### src/rtl/udiv_24x12.sv
// udiv_24x12 -- sequential unsigned restoring divider, NN-bit dividend by
// ND-bit divisor, one quotient bit per clock, NN clocks of latency.
//
// Ports
//   i_clk, i_reset_n     clock (rising edge) / asynchronous active-low reset
//   i_stb                request, accepted when o_busy=0
//   i_num, i_den, i_aux  dividend, divisor, tag (captured on accept)
//   o_busy               division in progress
//   o_valid              one-cycle result strobe
//   o_quot, o_rem        quotient / remainder, held until the next result
//   o_err                divide-by-zero flag (only with the macro below)
//   o_aux                tag captured with the request
//
// Build option
//   UDIV_ZERO_CHECK_EN   a zero divisor short-circuits: the result (err=1,
//                        quot all ones, rem 0) appears one clock after accept.
//                        Undefined: o_err is 0 and a zero divisor runs the
//                        full NN steps (quot all ones, rem = low dividend bits).
module udiv_24x12 #(
  parameter int NN = 24,
  parameter int ND = 12
) (
  input  logic          i_clk,
  input  logic          i_reset_n,
  input  logic          i_stb,
  input  logic [NN-1:0] i_num,
  input  logic [ND-1:0] i_den,
  input  logic          i_aux,
  output logic          o_busy,
  output logic          o_valid,
  output logic [NN-1:0] o_quot,
  output logic [ND-1:0] o_rem,
  output logic          o_err,
  output logic          o_aux
);

  localparam int CW = $clog2(NN + 1);
  localparam logic [0:0] S_IDLE = 1'b0;
  localparam logic [0:0] S_RUN  = 1'b1;

  logic [0:0]    state_q, state_d;
  logic [CW-1:0] cnt_q, cnt_d;
  logic [NN-1:0] q_q, q_d;        // dividend shifting out, quotient shifting in
  logic [ND-1:0] r_q, r_d;        // partial remainder
  logic [ND-1:0] d_q, d_d;        // latched divisor
  logic          tag_q, tag_d;
  logic          busy_q, busy_d;
  logic          valid_q, valid_d;
  logic [NN-1:0] quot_q, quot_d;
  logic [ND-1:0] rem_q, rem_d;
  logic          aux_q, aux_d;
`ifdef UDIV_ZERO_CHECK_EN
  logic          zpend_q, zpend_d;  // zero-divisor result due next edge
  logic          err_q, err_d;
`endif

  logic [ND:0]   t;
  logic          borrow;
  logic [ND-1:0] r_step;
  logic [NN-1:0] q_step;
  logic          accept;

  assign accept = i_stb & ~busy_q;

  always_comb begin
    // One restoring step. The subtract is judged by a true borrow (t < d)
    // rather than the top bit of an ND+1-bit difference: the two agree for
    // any non-zero divisor, and the borrow form keeps a zero divisor from
    // ever producing a 0 quotient bit (quotient all ones).
    t      = {r_q, q_q[NN-1]};
    borrow = (t < {1'b0, d_q});
    r_step = borrow ? t[ND-1:0] : (t[ND-1:0] - d_q);
    q_step = {q_q[NN-2:0], ~borrow};

    state_d = state_q;
    cnt_d   = cnt_q;
    q_d     = q_q;
    r_d     = r_q;
    d_d     = d_q;
    tag_d   = tag_q;
    busy_d  = busy_q;
    valid_d = 1'b0;
    quot_d  = quot_q;
    rem_d   = rem_q;
    aux_d   = aux_q;
`ifdef UDIV_ZERO_CHECK_EN
    zpend_d = 1'b0;
    err_d   = err_q;
`endif

    case (state_q)
      S_IDLE: begin
`ifdef UDIV_ZERO_CHECK_EN
        if (zpend_q) begin
          busy_d  = 1'b0;
          valid_d = 1'b1;
          err_d   = 1'b1;
          quot_d  = '1;
          rem_d   = '0;
          aux_d   = tag_q;
        end
`endif
        if (accept) begin
          q_d   = i_num;
          r_d   = '0;
          d_d   = i_den;
          tag_d = i_aux;
          busy_d = 1'b1;
`ifdef UDIV_ZERO_CHECK_EN
          if (i_den == '0) begin
            zpend_d = 1'b1;
          end else begin
            cnt_d   = CW'(NN);
            state_d = S_RUN;
          end
`else
          cnt_d   = CW'(NN);
          state_d = S_RUN;
`endif
        end
      end
      default: begin  // S_RUN
        q_d   = q_step;
        r_d   = r_step;
        cnt_d = cnt_q - 1'b1;
        if (cnt_q == CW'(1)) begin
          quot_d  = q_step;
          rem_d   = r_step;
          aux_d   = tag_q;
          valid_d = 1'b1;
          busy_d  = 1'b0;
          state_d = S_IDLE;
`ifdef UDIV_ZERO_CHECK_EN
          err_d   = 1'b0;
`endif
        end
      end
    endcase
  end

  always_ff @(posedge i_clk or negedge i_reset_n) begin
    if (!i_reset_n) begin
      state_q <= S_IDLE;
      cnt_q   <= '0;
      q_q     <= '0;
      r_q     <= '0;
      d_q     <= '0;
      tag_q   <= 1'b0;
      busy_q  <= 1'b0;
      valid_q <= 1'b0;
      quot_q  <= '0;
      rem_q   <= '0;
      aux_q   <= 1'b0;
`ifdef UDIV_ZERO_CHECK_EN
      zpend_q <= 1'b0;
      err_q   <= 1'b0;
`endif
    end else begin
      state_q <= state_d;
      cnt_q   <= cnt_d;
      q_q     <= q_d;
      r_q     <= r_d;
      d_q     <= d_d;
      tag_q   <= tag_d;
      busy_q  <= busy_d;
      valid_q <= valid_d;
      quot_q  <= quot_d;
      rem_q   <= rem_d;
      aux_q   <= aux_d;
`ifdef UDIV_ZERO_CHECK_EN
      zpend_q <= zpend_d;
      err_q   <= err_d;
`endif
    end
  end

  assign o_busy  = busy_q;
  assign o_valid = valid_q;
  assign o_quot  = quot_q;
  assign o_rem   = rem_q;
  assign o_aux   = aux_q;
`ifdef UDIV_ZERO_CHECK_EN
  assign o_err   = err_q;
`else
  assign o_err   = 1'b0;
`endif

endmodule

### config.mk
export PLATFORM = sky130hd
export DESIGN_NAME = udiv_24x12
export DESIGN_NICKNAME = d
export VERILOG_FILES = /design/src/rtl/udiv_24x12.sv
export SDC_FILE = /design/constraint.sdc
export NUM_CORES = 1
export LEC_CHECK = 0
export BUFFER_PORTS_ARGS = -buffer_cell sky130_fd_sc_hd__buf_2
export CORE_AREA = 2 2 105 107
export CTS_BUF_LIST = sky130_fd_sc_hd__clkbuf_8
export CTS_CLUSTER_SIZE = 10
export DETAILED_ROUTE_END_ITERATION = 10
export DIE_AREA = 0 0 107 109
export SLEW_MARGIN = 20
export SYNTH_ARGS = -nofsm -noshare
export SYNTH_HDL_FRONTEND = slang
export SYNTH_SLANG_ARGS = --single-unit
### constraint.sdc
create_clock -name i_clk -period 4.8 [get_ports i_clk]
set_input_delay 0.96 -clock i_clk [delete_from_list [all_inputs] [get_ports i_clk]]
set_output_delay 0.96 -clock i_clk [all_outputs]
set_load 0.01 [all_outputs]
==> run_results.csv, run 1 <==
group,metric,value,unit
global_routing,grt_pass1_wl,15600,um
synthesis,synth_top_area_cell,"dfrtp_1",
placed_design,port_buffers,78,
sta,report.final.slew_viol_count,0,
pwr,ir_drop,0.000299,V
global_routing,grtUsageTotal,17.1,%
cells_and_area,final_util,49.3,%
sta,max_slew.worst_pin.slew,1010,ps
sta,fmax,351,MHz
hold_path,hp-class,"reg2reg",
sta,grt_setup_unrepaired,"false",
cells_and_area,seq_area,2350,um2
route,drt_first_pass_iters,4,
worst_setup_path,endpoint_kind,"register",
placed_design,gp_congestion,0.763,
sta,fin_skew,7.00,ps
worst_setup_path,crit_required,5050,ps
placed_design,dp_hpwl,6420,um
worst_setup_path,cp-start-kind,"register",
synthesis,ys_ff_latch,94,
floorplanning,pin_count,80,
sta,tns,0,ps
route,drt_iter0_drc,148,
cells_and_area,layout-drive-gt1-share,21.3,%
placed_design,placed_area,5010,um2
placed_design,dp.cells,669,
route,wirelength,9330,um
global_routing,grtUsageMet3,2.63,%
cells_and_area,multi_input_area,1990,um2
route,wl_per_cell,13.6,um
cells_and_area,final_cells,684,
floorplanning,initial_core_util,43.0,%
cells_and_area,antenna_cells,0,
route,route.detailed.drc,0,
worst_setup_path,cp_max_fo,60,
global_routing,met1_usage,24.2,%
placed_design,dp_slack,1900,ps
route,viasPerCell,4.95,
global_routing,grt_use_met2,26.1,%
cells_and_area,final_cell_mix,"nand2_1 (132), dfrtp_1 (94), buf_2 (77)",
cells_and_area,final_cell_area,5230,um2
sta,fin_ws,1950,ps
pwr,power_density,790,nW/um2
floorplanning,dieArea,11700,um2
cells_and_area,fin_nets,595,
synthesis,syn_area,4560,um2
clock_tree,cts_htree_levels,3,
floorplanning,rows,38,
clock_tree,cts_buffers,9,
global_routing,grt_max_degree,61,
synthesis,async_flop_share,100,%
synthesis,yosys.area.top_type_share,51.6,%
synthesis,ys_top_cells_by_area,"dfrtp_1 (52%), nand2_1 (11%), mux2i_1 (7.0%)",
global_routing,grt_pass1_vias,3214,
synthesis,yosysWarnings,0,
sta,max_slew_margin,32.4,%
synthesis,synth.distinct_cells,52,
clock_tree,cts-resized-gates,0,
worst_setup_path,criticalPathCategory,"reg2reg",
route,ant_nets,0,
clock_tree,clock-root-buffer,"clkbuf_8",
clock_tree,clk_path_buf_depth,2,
synthesis,syn-num-nets,529,
route,via_count,3386,
cells_and_area,syn2layout_area_growth,14.6,%
sta,finalCriticalPeriod,2850,ps
global_routing,overflow,0,
clock_tree,clk_latency,360,ps
sta,report.final.hold_viol_count,0,
clock_tree,clk_pin_slew,90,ps
cells_and_area,fillers,1005,
global_routing,antenna_found_initial,0,
pwr,power_leakage,2.63,nW
floorplanning,die_height,109,um
sta,finalCritPeriodShare,59.4,%
cells_and_area,layout_commonest_cell,"nand2_1",
synthesis,synthFlopType,"dfrtp_1",
clock_tree,cts_tree,"built",
synthesis,synth-edff-count,0,
sta,hold_slack,478,ps
synthesis,syn_avg_cell_area,9.62,um2
floorplanning,die_w,107,um
clock_tree,cts.sinks,94,
global_routing,grt.busiest_layer,"met2",
clock_tree,post_cts_buffers,0,
worst_setup_path,cp_data_arrival_time,3100,ps
synthesis,synth_seq_area_share,51.6,%
synthesis,netlist_instances,474,
pwr,power,4.13,mW
floorplanning,core_region_area,10600,um2
sta,setup_viol_count_final,0,
run,cap_violations,0,
outcome,status,"finished, final reports clean",
clock_tree,cts_hold_buf,0,
==> power by group <==
part | internal, mW | switching (mW)
Sequential | 1.17 | 0.243
Combinational | 0.943 | 1.20
Clock | 0.317 | 0.268
==> worst max-delay path: stages, from the launching register on <==
cell and delay, ps:
dfrtp_1 330, buf_4 420, nand3_1 120, or2_2 630, inv_1 830, mux2_2 410
==> registers in the layout (all words and copies together) (netlist names) <==
| register | cells |
|---|---|
| o_valid | 1 |
| o_quot | 24 |
| tag_q | 1 |
| r_q | 12 |
| state_q | 1 |
| cnt_q | 5 |
| o_rem | 12 |
| d_q | 12 |
| o_aux | 1 |
| o_busy | 1 |
| q_q | 24 |
==> per-layer routing <==
metal | routed length (um) | share of wire [%]
met1 | 4620 | 49
met2 | 4120 | 44
met3 | 420 | 4.5
met4 | 169 | 1.8
met5 | 0 | 0
==> synth_stat cells (7+ instances only) <==
cell type,n
clkbuf_1,11
ha_1,14
inv_1,19
o21ai_1,14
buf_2,7
o21ai_0,40
dfrtp_1,94
nand3_1,12
mux2i_1,32
a21oi_1,14
nor2_1,13
nand2_1,132
==> logic make-up (layout without fill, tap and decap cells) <==
kind of cell	count (synthesis)	in the layout	synth area share (%)
mux	36	36	8.09
buf+inv	45	115	4.88
other cells	1	1	0.0822
simple gates	179	179	16.5
xor+xnor	9	9	1.73
compound gates	95	95	12.9
flops	94	94	51.6
fa+ha+maj	15	15	4.28
==> final cells by class <==
cell class | count | share of cell area, %
sequential | 94 | 45.0
tap | 140 | 3.35
inverter | 19 | 1.36
timing repair buffer | 81 | 7.94
clock inverter | 4 | 1.34
clock buffer | 11 | 2.89
multi-input combinational | 335 | 38.1
==> worst paths after layout <==
kind                                start        end  slack [ps]  depth (start not counted)
worst max register to register    state_q  o_rem[11]        1950                          5
worst min-delay path            o_quot[6]  o_quot[6]         480                          2
worst min register to register  o_quot[6]  o_quot[6]         480                          2
max in group asynchronous       i_reset_n    o_valid        3180                          2
min in group asynchronous       i_reset_n     d_q[2]         650                          1
worst max-delay path              state_q  o_rem[11]        1950                          5
(Power assumes the default switching activity.)
==> run 2: changes to the inputs <==
Settings changed: ABC_AREA set to 1, CORE_AREA 2 2 105 107 to 2 2 104 106, DIE_AREA 0 0 107 109 to 0 0 106 108.
Clock period 4.8 ns to 2.7 ns, I/O delays scaled along.
==> run 2 against run 1 <==
Flip-flop and latch count is the same. Clock skew grew 4.8 ps. Synthesized cell count grew 15%. Total power rose by 67%. Global-route usage increased by 2.3 points. Area after synthesis fell by 1.6%. Final cell count increased by 11%. Clock power grew 47%. Critical endpoint is now o_rem[5]. Highest routed layer unchanged.
==> run_results.csv, run 2 <==
group,metric,value,unit
cells_and_area,final_cells,760,
global_routing,grt_pass1_vias,3723,
placed_design,dp_hpwl,7220,um
synthesis,synthTopCellsByCount,"nand2_1 (216), dfrtp_1 (94), inv_1 (61)",
route,drt_iter0_drc,173,
floorplanning,core_region_area,10200,um2
route,via_count,3699,
pwr,swShare,45.5,%
floorplanning,pin_count,80,
cells_and_area,fin_nets,674,
worst_setup_path,endpoint_kind,"register",
synthesis,synth_xor_area_share,0.976,%
sta,tns,0,ps
worst_setup_path,cp_num_buf_inv,1,
synthesis,syn-num-nets,599,
synthesis,syn_area,4490,um2
clock_tree,cts_tree,"built",
pwr,pwr-share-seq,34.4,%
outcome,status,"finished, final reports clean",
cells_and_area,layout-drive-gt1-share,18.3,%
clock_tree,clk_latency,370,ps
cells_and_area,antenna_cells,0,
synthesis,synth.distinct_cells,34,
placed_design,gp_congestion,0.851,
synthesis,ys_top_cells_by_area,"dfrtp_1 (52%), nand2_1 (18%), inv_1 (5.1%)",
route,drt_first_pass_iters,4,
placed_design,port_buffers,78,
global_routing,grtUsageTotal,19.4,%
sta,report.final.hold_viol_count,0,
clock_tree,post_cts_buffers,0,
global_routing,overflow,0,
route,route.detailed.drc,0,
clock_tree,cts_hold_buf,0,
cells_and_area,layout_commonest_cell,"nand2_1",
sta,finalCritPeriodShare,79.6,%
sta,setup_viol_count_final,0,
clock_tree,cts_buffers,9,
cells_and_area,final_cell_mix,"nand2_1 (216), dfrtp_1 (94), buf_2 (77)",
synthesis,async_flop_share,100,%
floorplanning,die_w,106,um
pwr,ir_drop,0.000454,V
clock_tree,cts.sinks,94,
pwr,power_leakage,2.77,nW
cells_and_area,syn2layout_area_growth,16.5,%
global_routing,grt_pass1_wl,17600,um
synthesis,synthMuxAreaShare,0,%
floorplanning,initial_core_util,43.9,%
floorplanning,rows,37,
worst_setup_path,slowest_stage,"ha_1",
synthesis,synth_top_area_cell,"dfrtp_1",
clock_tree,clock-root-buffer,"clkbuf_8",
synthesis,synth_top_family_by_area,"simple AND/OR/NAND/NOR gates",
sta,hold_slack,210,ps
worst_setup_path,cp_top_family,"simple AND/OR/NAND/NOR gates",
synthesis,synth-simple-area-share,23.9,%
sta,fmax,466,MHz
cells_and_area,fillers,1039,
synthesis,synthFlopType,"dfrtp_1",
synthesis,synth_seq_area_share,52.4,%
worst_setup_path,cp_max_fo,14,
clock_tree,cts-resized-gates,0,
run,cap_violations,0,
synthesis,yosys.area.top_type_share,52.4,%
worst_setup_path,cp-start-kind,"register",
clock_tree,cts_htree_levels,3,
placed_design,dp.cells,744,
worst_setup_path,crit_required,3010,ps
synthesis,netlist_instances,544,
route,ant_nets,0,
sta,max_slew_margin,51.9,%
synthesis,yosysWarnings,0,
sta,max_slew.worst_pin.slew,722,ps
route,wirelength,10100,um
global_routing,antenna_found_initial,0,
floorplanning,dieArea,11400,um2
synthesis,synth_most_common_cell,"nand2_1",
floorplanning,die_height,108,um
synthesis,ys_ff_latch,94,
sta,finalCriticalPeriod,2150,ps
pwr,p_switching,3.14,mW
worst_setup_path,criticalPathCategory,"reg2reg",
sta,grt_setup_unrepaired,"false",
worst_setup_path,cp_data_arrival_time,2460,ps
route,wl_per_cell,13.3,um
pwr,combinationalPowerShare,53.2,%
route,viasPerCell,4.87,
sta,report.final.slew_viol_count,0,
synthesis,synthAdderAreaFrac,4.35,%
worst_setup_path,path_cells,"ha_1, nand2_1, nor2_2, nand2_1, nand3_2, nand2_1, nand2_2, inv_2, o21ai_1, nand2_1, nand2_1",
synthesis,synth_compound_area_share,10.8,%
worst_setup_path,cp_common_cell,"nand2_1",
clock_tree,clk_path_buf_depth,2,
synthesis,syn_avg_cell_area,8.25,um2
clock_tree,clk_pin_slew,100,ps
pwr,power_density,1320,nW/um2
hold_path,hp-class,"in2async",
pwr,power_frac_clock,12.4,%
sta,fin_skew,11.8,ps
worst_setup_path,slowest_delay,420,ps
global_routing,grt_max_degree,57,
synthesis,synth-edff-count,0,
pwr,p_int,3.77,mW
==> run 2: layout make-up <==
class | instances | area, um2 | area share (%)
Sequential cell | 94 | 2350 | 45.0
Inverter | 63 | 236 | 4.52
Tap cell | 136 | 170 | 3.26
Clock buffer | 9 | 124 | 2.37
Multi-Input combinational cell | 365 | 1810 | 34.5
Clock inverter | 7 | 47.5 | 0.910
Timing Repair Buffer | 86 | 490 | 9.38
==> run 2: worst paths after layout <==
check / from / end / slack [ps] / cells past startpoint
min in group i_clk: i_den[4] / d_q[4] / 370 / 3
worst min-delay path: i_reset_n / d_q[2] / 210 / 1
worst max-delay path: r_q[1] / o_rem[5] / 550 / 11
worst min register to register: o_quot[10] / o_quot[10] / 480 / 2
worst max register to register: r_q[1] / o_rem[5] / 550 / 11
max in group asynchronous: i_reset_n / q_q[0] / 1820 / 2
==> run 2: kinds of logic after synthesis <==
group,count (synthesis)
AOI/OAI and AO/OA,80
xor gates and xnor gates,5
adders and majority gates,15
buffers and inverters,85
DFF,94
other,1
and+or+nand+nor,264
==> run 2: per-stage QoR <==
stage | util [%] | setup slack (ps) | power, mW | instance area (um2)
2_1_floorplan | - | 981 | 5.09 | 4490
3_3_place_gp | 49.4 | 656 | 6.00 | 5050
3_5_place_dp | 49.4 | 597 | 6.09 | 5050
4_1_cts | 51.1 | 560 | 6.99 | 5230
5_1_grt | 51.1 | 338 | 7.65 | 5230
6_report | 51.1 | 552 | 6.91 | 5230
==> run 2: routing by layer <==
metal / track usage, % / wire [um] / part of all wire (%) / up-vias
met3: 4.88 / 486 / 4.8 / 13
met1: 25.6 / 4800 / 47 / 1747
li1: - / - / - / 1871
met2: 31.6 / 4720 / 47 / 68
met5: 0 / 0 / 0 / -
met4: 6.11 / 138 / 1.4 / 0
==> run 2: power by group through the flow <==
stage                     sequential, mW  clock, mW  combinational (mW)
after floorplan                     2.45          0                2.64
after detailed placement            2.40          0                3.69
final                               2.37      0.859                3.67
after CTS                           2.38      0.893                3.71
after global routing                2.45      0.956                4.24
after global placement              2.39          0                3.61
==> run 3: changes to the inputs <==
Clock period 2.7 ns to 2 ns, I/O delays scaled along.
==> run 3 against run 2 <==
Sequential power up 38%. Combinational power up 57%. Highest routed layer unchanged. Final cell count rose by 3.2%. Clock power up 43%. Count of clock-buffer cells in the layout did not move. Total power is 48% higher. Utilization rose by 2.8 points. Register-to-register slack worse by 460 ps. Cell area rose by 5.6%. Sequential share of layout area shrank 2.4 points. Global-route usage rose by 0.69 points. Die area stayed put.
==> run_results.csv, run 3 (synthesized netlist as in run 2, its figures left out) <==
group,metric,value,unit
clock_tree,cts.sinks,94,
clock_tree,clk_pin_slew,110,ps
clock_tree,clock-root-buffer,"clkbuf_8",
worst_setup_path,slowest_delay,410,ps
worst_setup_path,crit_required,2260,ps
pwr,power_density,1860,nW/um2
hold_path,hp-class,"in2reg",
global_routing,antenna_found_initial,0,
cells_and_area,fillers,1027,
pwr,ir_drop,0.000619,V
cells_and_area,multi_input_area,1890,um2
route,drt_iter0_drc,170,
cells_and_area,layout-drive-gt1-share,23.3,%
floorplanning,dieArea,11400,um2
route,ant_nets,0,
route,wl_per_cell,13.7,um
sta,fin_ws,93.1,ps
placed_design,gp_congestion,0.835,
cells_and_area,antenna_cells,0,
cells_and_area,syn2layout_area_growth,23.0,%
clock_tree,clk_path_buf_depth,2,
sta,report.final.hold_viol_count,0,
placed_design,dp_hpwl,7650,um
worst_setup_path,endpoint_kind,"register",
cells_and_area,layout_commonest_cell,"nand2_1",
placed_design,port_buffers,78,
route,route.detailed.drc,0,
cells_and_area,final_cell_mix,"nand2_1 (214), dfrtp_1 (94), buf_2 (77)",
floorplanning,die_height,108,um
sta,grt_setup_unrepaired,"true",
worst_setup_path,path_cells,"inv_2, ha_1, inv_1, fa_2, nand2_1, nand3_1, nand2_1, xor2_2, o21ai_2, nand2_1, nand2_1",
floorplanning,initial_core_util,43.9,%
global_routing,grt_pass1_wl,18300,um
clock_tree,cts_htree_levels,3,
worst_setup_path,slowest_stage,"dfrtp_1",
route,via_count,3835,
global_routing,overflow,0,
cells_and_area,final_util,53.9,%
global_routing,grtUsageTotal,20.1,%
route,wirelength,10700,um
sta,fin_skew,17.6,ps
worst_setup_path,cp_common_cell,"nand2_1",
worst_setup_path,cp_data_arrival_time,2160,ps
global_routing,grt_max_degree,53,
floorplanning,rows,37,
run,cap_violations,0,
outcome,status,"finished, final reports clean",
cells_and_area,fin_nets,698,
floorplanning,pin_count,80,
sta,fmax,524,MHz
placed_design,dp_slack,18.6,ps
clock_tree,cts_tree,"built",
floorplanning,core_region_area,10200,um2
route,drt_first_pass_iters,5,
floorplanning,die_w,106,um
global_routing,grt_pass1_vias,3819,
worst_setup_path,criticalPathCategory,"reg2reg",
worst_setup_path,cp-start-kind,"register",
route,viasPerCell,4.89,
sta,report.final.slew_viol_count,0,
sta,finalCriticalPeriod,1910,ps
cells_and_area,seq_area,2350,um2
sta,setup_viol_count_final,0,
sta,finalCritPeriodShare,95.3,%
clock_tree,clk_latency,370,ps
pwr,power_leakage,2.89,nW
clock_tree,cts_buffers,9,
worst_setup_path,cp_max_fo,4,
-- run 3: per-layer routing --
layer	up-vias	GRT usage, %	wire (um)
li1	1918	-	-
met1	1827	27.4	5100
met2	80	32.8	5110
met3	10	3.44	389
met4	0	6.58	125
met5	-	0	0
-- run 3: worst paths after layout --
| check | start | to | slack (ps) | cells past startpoint |
|---|---|---|---|---|
| hold / removal | i_num[4] | q_q[4] | 230 | 3 |
| setup / recovery | q_q[23] | o_rem[4] | 90 | 11 |
| setup reg to reg | q_q[23] | o_rem[4] | 90 | 11 |
| min in group asynchronous | i_reset_n | d_q[5] | 510 | 2 |
| hold reg to reg | o_quot[10] | o_quot[10] | 480 | 2 |
| max in group asynchronous | i_reset_n | o_rem[10] | 840 | 3 |
-- run 3: report_power, final --
| group | switching [mW] | internal [mW] |
|---|---|---|
| Sequential | 0.489 | 2.77 |
| Combinational | 3.35 | 2.40 |
| Clock | 0.747 | 0.485 |
| Total | 4.58 | 5.66 |
-- run 3: worst max-delay path: cells and delay by family (launching register included) --
| kind | cells | cell delay (ps) |
|---|---|---|
| adder cells (fa/ha/maj) | 2 | 550 |
| flip-flops | 1 | 410 |
| AND/OR/NAND/NOR | 5 | 400 |
| XOR/XNOR | 1 | 190 |
| buffers and inverters | 2 | 150 |
| AO/OA/AOI/OAI | 1 | 90 |
-- run 3: area by class of cell --
cell class / instances / share of cell area [%]
Clock buffer: 9 / 2.24
Timing Repair Buffer: 110 / 12.2
Tap cell: 136 / 3.08
Inverter: 63 / 4.33
Multi-Input combinational cell: 365 / 34.3
Clock inverter: 7 / 1.22
Sequential cell: 94 / 42.6
-- run 3: what timing repair did --
action / in CTS / in global routing
buffers inserted: 0 / 8
hold buffers: 1 / 0
pin swaps: 0 / 7
endpoints found under the setup margin: 2 / 26
resized for setup: 1 / 16
cloned: 0 / 0
endpoints found under the hold margin: 27 / 0
-- run 3: through the flow --
step | TNS [ps] | hold slack [ps] | power, mW | instance area [um2] | std cells
floorplan | 0 | 104 | 6.87 | 4490 | 544
global placement | 0 | 355 | 8.44 | 5170 | 759
detailed placement | 0 | 351 | 8.57 | 5170 | 759
CTS | 0 | 227 | 9.86 | 5380 | 776
global route | -81.4 | 227 | 11.3 | 5520 | 784
finish | 0 | 232 | 10.2 | 5520 | 784
